File: src/rtl/uart_pkg.sv
// Shared UART definitions for the Pong host link.
// Holds the transmitter FSM state encoding and the default bit period
// (25 MHz / 115200), which the UART receiver also uses.
package uart_pkg;

  localparam int unsigned CLKS_PER_BIT_DEFAULT = 217;

  typedef enum logic [1:0] {
    IDLE  = 2'd0,
    START = 2'd1,
    DATA  = 2'd2,
    STOP  = 2'd3
  } tx_state_t;

endpackage

File: src/rtl/sync_byte_fifo.sv
// Synchronous byte FIFO with first-word-fall-through read data.
// Ports:
//   clk, rst       - clock, synchronous active-high reset (empties the FIFO)
//   wr_en, wr_data - write request; ignored when full
//   full           - count == DEPTH
//   rd_en, rd_data - pop request; rd_data is the head, valid whenever !empty
//   empty          - count == 0
//   count          - number of stored bytes
// A write is judged against the count before any same-cycle pop, so a write
// at full is dropped even if a pop frees a slot in the same cycle.
module sync_byte_fifo #(
  parameter int unsigned DEPTH = 16
) (
  input  logic                     clk,
  input  logic                     rst,
  input  logic                     wr_en,
  input  logic [7:0]               wr_data,
  output logic                     full,
  input  logic                     rd_en,
  output logic [7:0]               rd_data,
  output logic                     empty,
  output logic [$clog2(DEPTH):0]   count
);

  localparam int unsigned AW = $clog2(DEPTH);
  localparam int unsigned CW = AW + 1;

  logic [7:0]    mem [DEPTH];
  logic [AW-1:0] wr_ptr;
  logic [AW-1:0] rd_ptr;
  logic [CW-1:0] cnt;
  logic          wr_ok;
  logic          rd_ok;

  always_comb begin
    full    = (cnt == CW'(DEPTH));
    empty   = (cnt == '0);
    wr_ok   = wr_en && !full;
    rd_ok   = rd_en && !empty;
    rd_data = mem[rd_ptr];
    count   = cnt;
  end

  always_ff @(posedge clk) begin
    if (rst) begin
      wr_ptr <= '0;
      rd_ptr <= '0;
      cnt    <= '0;
    end else begin
      if (wr_ok) wr_ptr <= wr_ptr + 1'b1;
      if (rd_ok) rd_ptr <= rd_ptr + 1'b1;
      cnt <= cnt + CW'(wr_ok) - CW'(rd_ok);
    end
  end

  always_ff @(posedge clk) begin
    if (wr_ok && !rst) mem[wr_ptr] <= wr_data;
  end

endmodule

File: src/rtl/uart_tx_buffered.sv
// Buffered 8N1 UART transmitter for score/status reporting to the host.
// Ports:
//   i_Clk, i_Rst   - clock, synchronous active-high reset
//   i_TX_DV        - write strobe; i_TX_Byte is queued on each high cycle
//   i_TX_Byte      - byte to queue
//   o_TX_Ready     - FIFO not full
//   o_Overflow     - one-cycle pulse the cycle after a write was dropped
//   o_FIFO_Count   - bytes queued, excluding the byte on the wire
//   o_TX_Serial    - serial line, idle high, LSB first
//   o_TX_Active    - high while start..stop is on the wire
//   o_TX_Done      - high for the final stop-bit cycle of each frame
// Frames are sent back-to-back with no idle gap while bytes are queued.
module uart_tx_buffered
  import uart_pkg::*;
#(
  parameter int unsigned CLKS_PER_BIT = CLKS_PER_BIT_DEFAULT,
  parameter int unsigned FIFO_DEPTH   = 16
) (
  input  logic                          i_Clk,
  input  logic                          i_Rst,
  input  logic                          i_TX_DV,
  input  logic [7:0]                    i_TX_Byte,
  output logic                          o_TX_Ready,
  output logic                          o_Overflow,
  output logic [$clog2(FIFO_DEPTH):0]   o_FIFO_Count,
  output logic                          o_TX_Serial,
  output logic                          o_TX_Active,
  output logic                          o_TX_Done
);

  localparam int unsigned CNT_W = $clog2(CLKS_PER_BIT);
  localparam logic [CNT_W-1:0] LAST_CLK = CNT_W'(CLKS_PER_BIT - 1);

  tx_state_t        state_q, state_d;
  logic [CNT_W-1:0] clk_q, clk_d;
  logic [2:0]       bit_q, bit_d;
  logic [7:0]       shift_q, shift_d;
  logic             serial_q, serial_d;
  logic             done_q, done_d;
  logic             active_q;
  logic             ovf_q;
  logic             pop;
  logic             fifo_full;
  logic             fifo_empty;
  logic [7:0]       fifo_head;

  sync_byte_fifo #(
    .DEPTH (FIFO_DEPTH)
  ) u_fifo (
    .clk     (i_Clk),
    .rst     (i_Rst),
    .wr_en   (i_TX_DV),
    .wr_data (i_TX_Byte),
    .full    (fifo_full),
    .rd_en   (pop),
    .rd_data (fifo_head),
    .empty   (fifo_empty),
    .count   (o_FIFO_Count)
  );

  // The serial line is computed from the next state so that it is a flop
  // output and changes on the same edge as the state transition.
  always_comb begin
    state_d  = state_q;
    clk_d    = clk_q;
    bit_d    = bit_q;
    shift_d  = shift_q;
    serial_d = 1'b1;
    pop      = 1'b0;
    unique case (state_q)
      IDLE: begin
        if (!fifo_empty) begin
          pop      = 1'b1;
          shift_d  = fifo_head;
          bit_d    = '0;
          clk_d    = '0;
          state_d  = START;
          serial_d = 1'b0;
        end
      end
      START: begin
        if (clk_q == LAST_CLK) begin
          clk_d    = '0;
          state_d  = DATA;
          serial_d = shift_q[0];
        end else begin
          clk_d    = clk_q + 1'b1;
          serial_d = 1'b0;
        end
      end
      DATA: begin
        if (clk_q == LAST_CLK) begin
          clk_d = '0;
          if (bit_q == 3'd7) begin
            state_d  = STOP;
            serial_d = 1'b1;
          end else begin
            bit_d    = bit_q + 3'd1;
            serial_d = shift_q[bit_q + 3'd1];
          end
        end else begin
          clk_d    = clk_q + 1'b1;
          serial_d = shift_q[bit_q];
        end
      end
      STOP: begin
        if (clk_q == LAST_CLK) begin
          clk_d = '0;
          if (!fifo_empty) begin
            pop      = 1'b1;
            shift_d  = fifo_head;
            bit_d    = '0;
            state_d  = START;
            serial_d = 1'b0;
          end else begin
            state_d = IDLE;
          end
        end else begin
          clk_d = clk_q + 1'b1;
        end
      end
      default: state_d = IDLE;
    endcase
    // Registered Done must coincide with the final stop cycle itself.
    done_d = (state_d == STOP) && (clk_d == LAST_CLK);
  end

  always_ff @(posedge i_Clk) begin
    if (i_Rst) begin
      state_q  <= IDLE;
      clk_q    <= '0;
      bit_q    <= '0;
      shift_q  <= '0;
      serial_q <= 1'b1;
      done_q   <= 1'b0;
      active_q <= 1'b0;
      ovf_q    <= 1'b0;
    end else begin
      state_q  <= state_d;
      clk_q    <= clk_d;
      bit_q    <= bit_d;
      shift_q  <= shift_d;
      serial_q <= serial_d;
      done_q   <= done_d;
      active_q <= (state_d != IDLE);
      ovf_q    <= i_TX_DV && fifo_full;
    end
  end

  always_comb begin
    o_TX_Ready  = !fifo_full;
    o_Overflow  = ovf_q;
    o_TX_Serial = serial_q;
    o_TX_Active = active_q;
    o_TX_Done   = done_q;
  end

endmodule

File: config.mk
export PLATFORM = sky130hd
export DESIGN_NAME = uart_tx_buffered
export DESIGN_NICKNAME = d
export VERILOG_FILES = /design/src/rtl/uart_pkg.sv /design/src/rtl/sync_byte_fifo.sv /design/src/rtl/uart_tx_buffered.sv
export SDC_FILE = /design/constraint.sdc
export NUM_CORES = 1
export LEC_CHECK = 0
export ABC_AREA = 1
export CORE_MARGIN = 2
export CORE_UTILIZATION = 55
export CTS_BUF_LIST = sky130_fd_sc_hd__clkbuf_16
export CTS_CLUSTER_DIAMETER = 30
export DETAILED_ROUTE_END_ITERATION = 16
export GPL_TIMING_DRIVEN = 0
export PLACE_DENSITY = 0.78
export SYNTH_ARGS = -nofsm -noshare
export SYNTH_HDL_FRONTEND = slang
export SYNTH_SLANG_ARGS = --single-unit
File: constraint.sdc
create_clock -name i_Clk -period 2.4 [get_ports i_Clk]
set_input_delay 0.36 -clock i_Clk [delete_from_list [all_inputs] [get_ports i_Clk]]
set_output_delay 0.36 -clock i_Clk [all_outputs]
set_load 0.1 [all_outputs]
==> impl_metrics.csv <==
group,metric,value,unit
timing,finalSetupViolCount,2,
timing,hold_viol,0,
pwr,p_per_area,1100,nW/um2
clock_network,cts_num_sinks,170,
timing,fin_crit_sh,1.02,
synthesis,synth-seq-area-share,0.631,
timing,slew_violations,0,
synthesis,ys_types,33,
synthesis,syn-cell-area,7420,um2
detailed_routing,drcViolationCount,0,
outcome,status,"finished, violations left",
clock_network,clock_latency,440,ps
die,start_util,0.563,
synthesis,syn_nets,758,
placement,place_ws,-244,ps
die,die_area,14400,um2
detailed_routing,routedWlPerCell,17.7,um
timing,rsz0062_at_grt,"yes",
synthesis,synth_largest_area_cell,"edfxtp_1",
cells_and_area,final_common_cell,"edfxtp_1",
placement,dp.cells,921,
synthesis,synthCells,726,
timing,tightest_slew,968,ps
critical_path,arrival,2820,ps
grt,grt.total_usage,0.249,
detailed_routing,drtPass1Iterations,5,
critical_path,path_class,"register to register",
grt,grt_pass1_wl,26900,um
die,chipWidth,120,um
min_path,hp-class,"input port to register",
detailed_routing,wirelength,17200,um
clock_network,htreeDepth,4,
timing,skew,6.65,ps
synthesis,synth_ff_type,"edfxtp_1",
pwr,ir_drop,0.000708,V
outcome,failed_checks,"setup timing",
synthesis,yosys-top-cells-area,"edfxtp_1, dfxtp_1, nor2_1",
cells_and_area,final-instance-count-excl-fill,968,
cells_and_area,layout-drive-gt1-share,0.144,
critical_path,cp.buffers_inverters,3,
critical_path,start_kind,"register",
critical_path,crit_slowest_cell,"dfxtp_4",
placement,placed_area,7940,um2
flow_run,drv_cap,0,
synthesis,syn_avg_cell_area,10.2,um2
placement,hpwl,11600,um
grt,antenna_found_initial,0,
synthesis,synth-edff-count,128,
synthesis,ys_seq_elements,170,
detailed_routing,vias,5526,
grt,grt_max_degree,17,
placement,portBuffers,19,
clock_network,cts_tree,"built",
grt,grt_pass1_vias,5227,
cells_and_area,nNetsFinal,811,
detailed_routing,drt_iter0_markers,770,
pwr,power.leakage,3.17,nW
cells_and_area,diodes,0,
clock_network,clock-root-buffer,"clkbuf_16",
timing,finalWorstSetupSlack,-53.9,ps
placement,place_congestion,0.893,
critical_path,worst_path_largest_cell_delay,350,ps
critical_path,cp_top_family,"adder cells",
synthesis,async_reset_ff_frac,0,
cells_and_area,final_cell_mix,"edfxtp_1, nor2_1, o21ai_0",
clock_network,cts_inserted_buffers,17,
die,die_height,120,um
critical_path,end_kind,"register",
timing,period_needed,2450,ps
critical_path,path_max_fanout,3,
die,ios,21,
critical_path,cp_data_required_time,2770,ps
die,fp-row-count,42,
grt,overflow,0,
critical_path,crit_chain,"inv_4, ha_4, nand2_2, nor2_4, nand2_2, nand3_2, nand2_2, nand2_4, inv_4, ha_4, inv_2, ha_4, fa_2, nand2_1, a21oi_2, nor2_2, o21ai_1, a21oi_1",
detailed_routing,via_per_inst,5.71,
clock_network,ctsLongestPathBuffers,2,
clock_network,path_clk_slew,60,ps
cells_and_area,area_delta_synth_final,16.9,%
timing,fin_setup_tns,-98.4,ps
cells_and_area,stdcell_area,8670,um2
die,core,13200,um2
synthesis,synth_top_area_share,0.518,
synthesis,synth_warnings,0,
timing,relSlewSlack,0.353,
detailed_routing,drt.antenna.violating_nets,0,
timing,max_freq,0.408,GHz
[through the flow]
stage	hold WS (ps)	util	power (W)
finish	406	0.658	0.00956
global route	456	0.658	0.0101
CTS	395	0.651	0.00937
detailed placement	487	0.602	0.00678
global placement	467	0.602	0.00665
floorplan	457	-	0.00584
[state kept, by name, summed over array words and instances, names as in the netlist, named ones only]
| name | cells |
|---|---|
| u_fifo.wr_ptr | 4 |
| o_TX_Active | 1 |
| o_Overflow | 1 |
| o_TX_Serial | 1 |
| state_q | 2 |
| u_fifo.count | 5 |
| u_fifo.rd_ptr | 4 |
| shift_q | 8 |
| bit_q | 3 |
| u_fifo.mem | 128 |
| o_TX_Done | 1 |
| clk_q | 8 |
[cells by family (layout without fill, tap and decap cells)]
family / Yosys count / count (layout) / share of synthesized area
compound gates: 177 / 177 / 0.133
flops: 170 / 170 / 0.631
xor+xnor: 4 / 4 / 0.00472
simple gates: 253 / 253 / 0.141
buf+inv: 101 / 167 / 0.0536
fa+ha+maj: 21 / 21 / 0.0364
[metal layers]
layer  share of wire  track usage  vias to the layer above
met5               0            0                        -
met4           0.027        0.112                        0
met3           0.078       0.0499                       40
met2            0.50        0.413                      257
met1            0.40        0.318                     2618
li1                -            -                     2611
[cell usage after synthesis, types with 2 or more instances]
| cell type | instances |
|---|---|
| nor2_4 | 2 |
| nand3b_1 | 3 |
| o211ai_1 | 32 |
| inv_1 | 62 |
| xnor2_1 | 2 |
| buf_2 | 9 |
| nand3_1 | 32 |
| dfxtp_1 | 42 |
| clkinv_1 | 3 |
| xor2_1 | 2 |
| clkbuf_1 | 22 |
| nor2_1 | 142 |
| ha_1 | 20 |
| a21oi_1 | 35 |
| inv_2 | 4 |
| edfxtp_1 | 128 |
| o21ai_0 | 92 |
| nand2_2 | 3 |
| o21ai_1 | 11 |
| nand2_1 | 66 |
| o22ai_1 | 2 |
[worst min-delay path: cells and delay by family]
kind | cells | cell delay [ps]
buf+inv | 2 | 230
compound gates | 2 | 230
[layout make-up]
| type | count | area (um2) |
|---|---|---|
| Fill cell | 955 | 4520 |
| Clock inverter | 15 | 119 |
| Buffer | 32 | 139 |
| Sequential cell | 170 | 4700 |
| Inverter | 69 | 269 |
| Clock buffer | 17 | 425 |
| Tap cell | 176 | 220 |
| Timing Repair Buffer | 34 | 312 |
| Multi-Input combinational cell | 455 | 2490 |
[power breakdown]
part,internal (W),switching [W],total [W]
sequential,0.00338,0.000137,0.00351
combinational,0.00113,0.00239,0.00352
clock,0.00134,0.00118,0.00252
[timing repair]
item	CTS	global route
pin swaps	11	5
setup buffers	11	4
setup endpoints to repair	44	38
gates resized for setup	13	15
gates cloned	0	0
hold buffers	0	0
[path summary, 6_finish.rpt]
check / startpoint / end / slack (ps) / cells after the start
max: u_fifo.count[2] / u_fifo.count[4] / -50 / 18
max reg2reg: u_fifo.count[2] / u_fifo.count[4] / -50 / 18
min reg2reg: u_fifo.rd_ptr[2] / u_fifo.rd_ptr[2] / 500 / 2
min: i_Rst / shift_q[7] / 410 / 4
No activity file was read; power rests on OpenSTA's default activity.
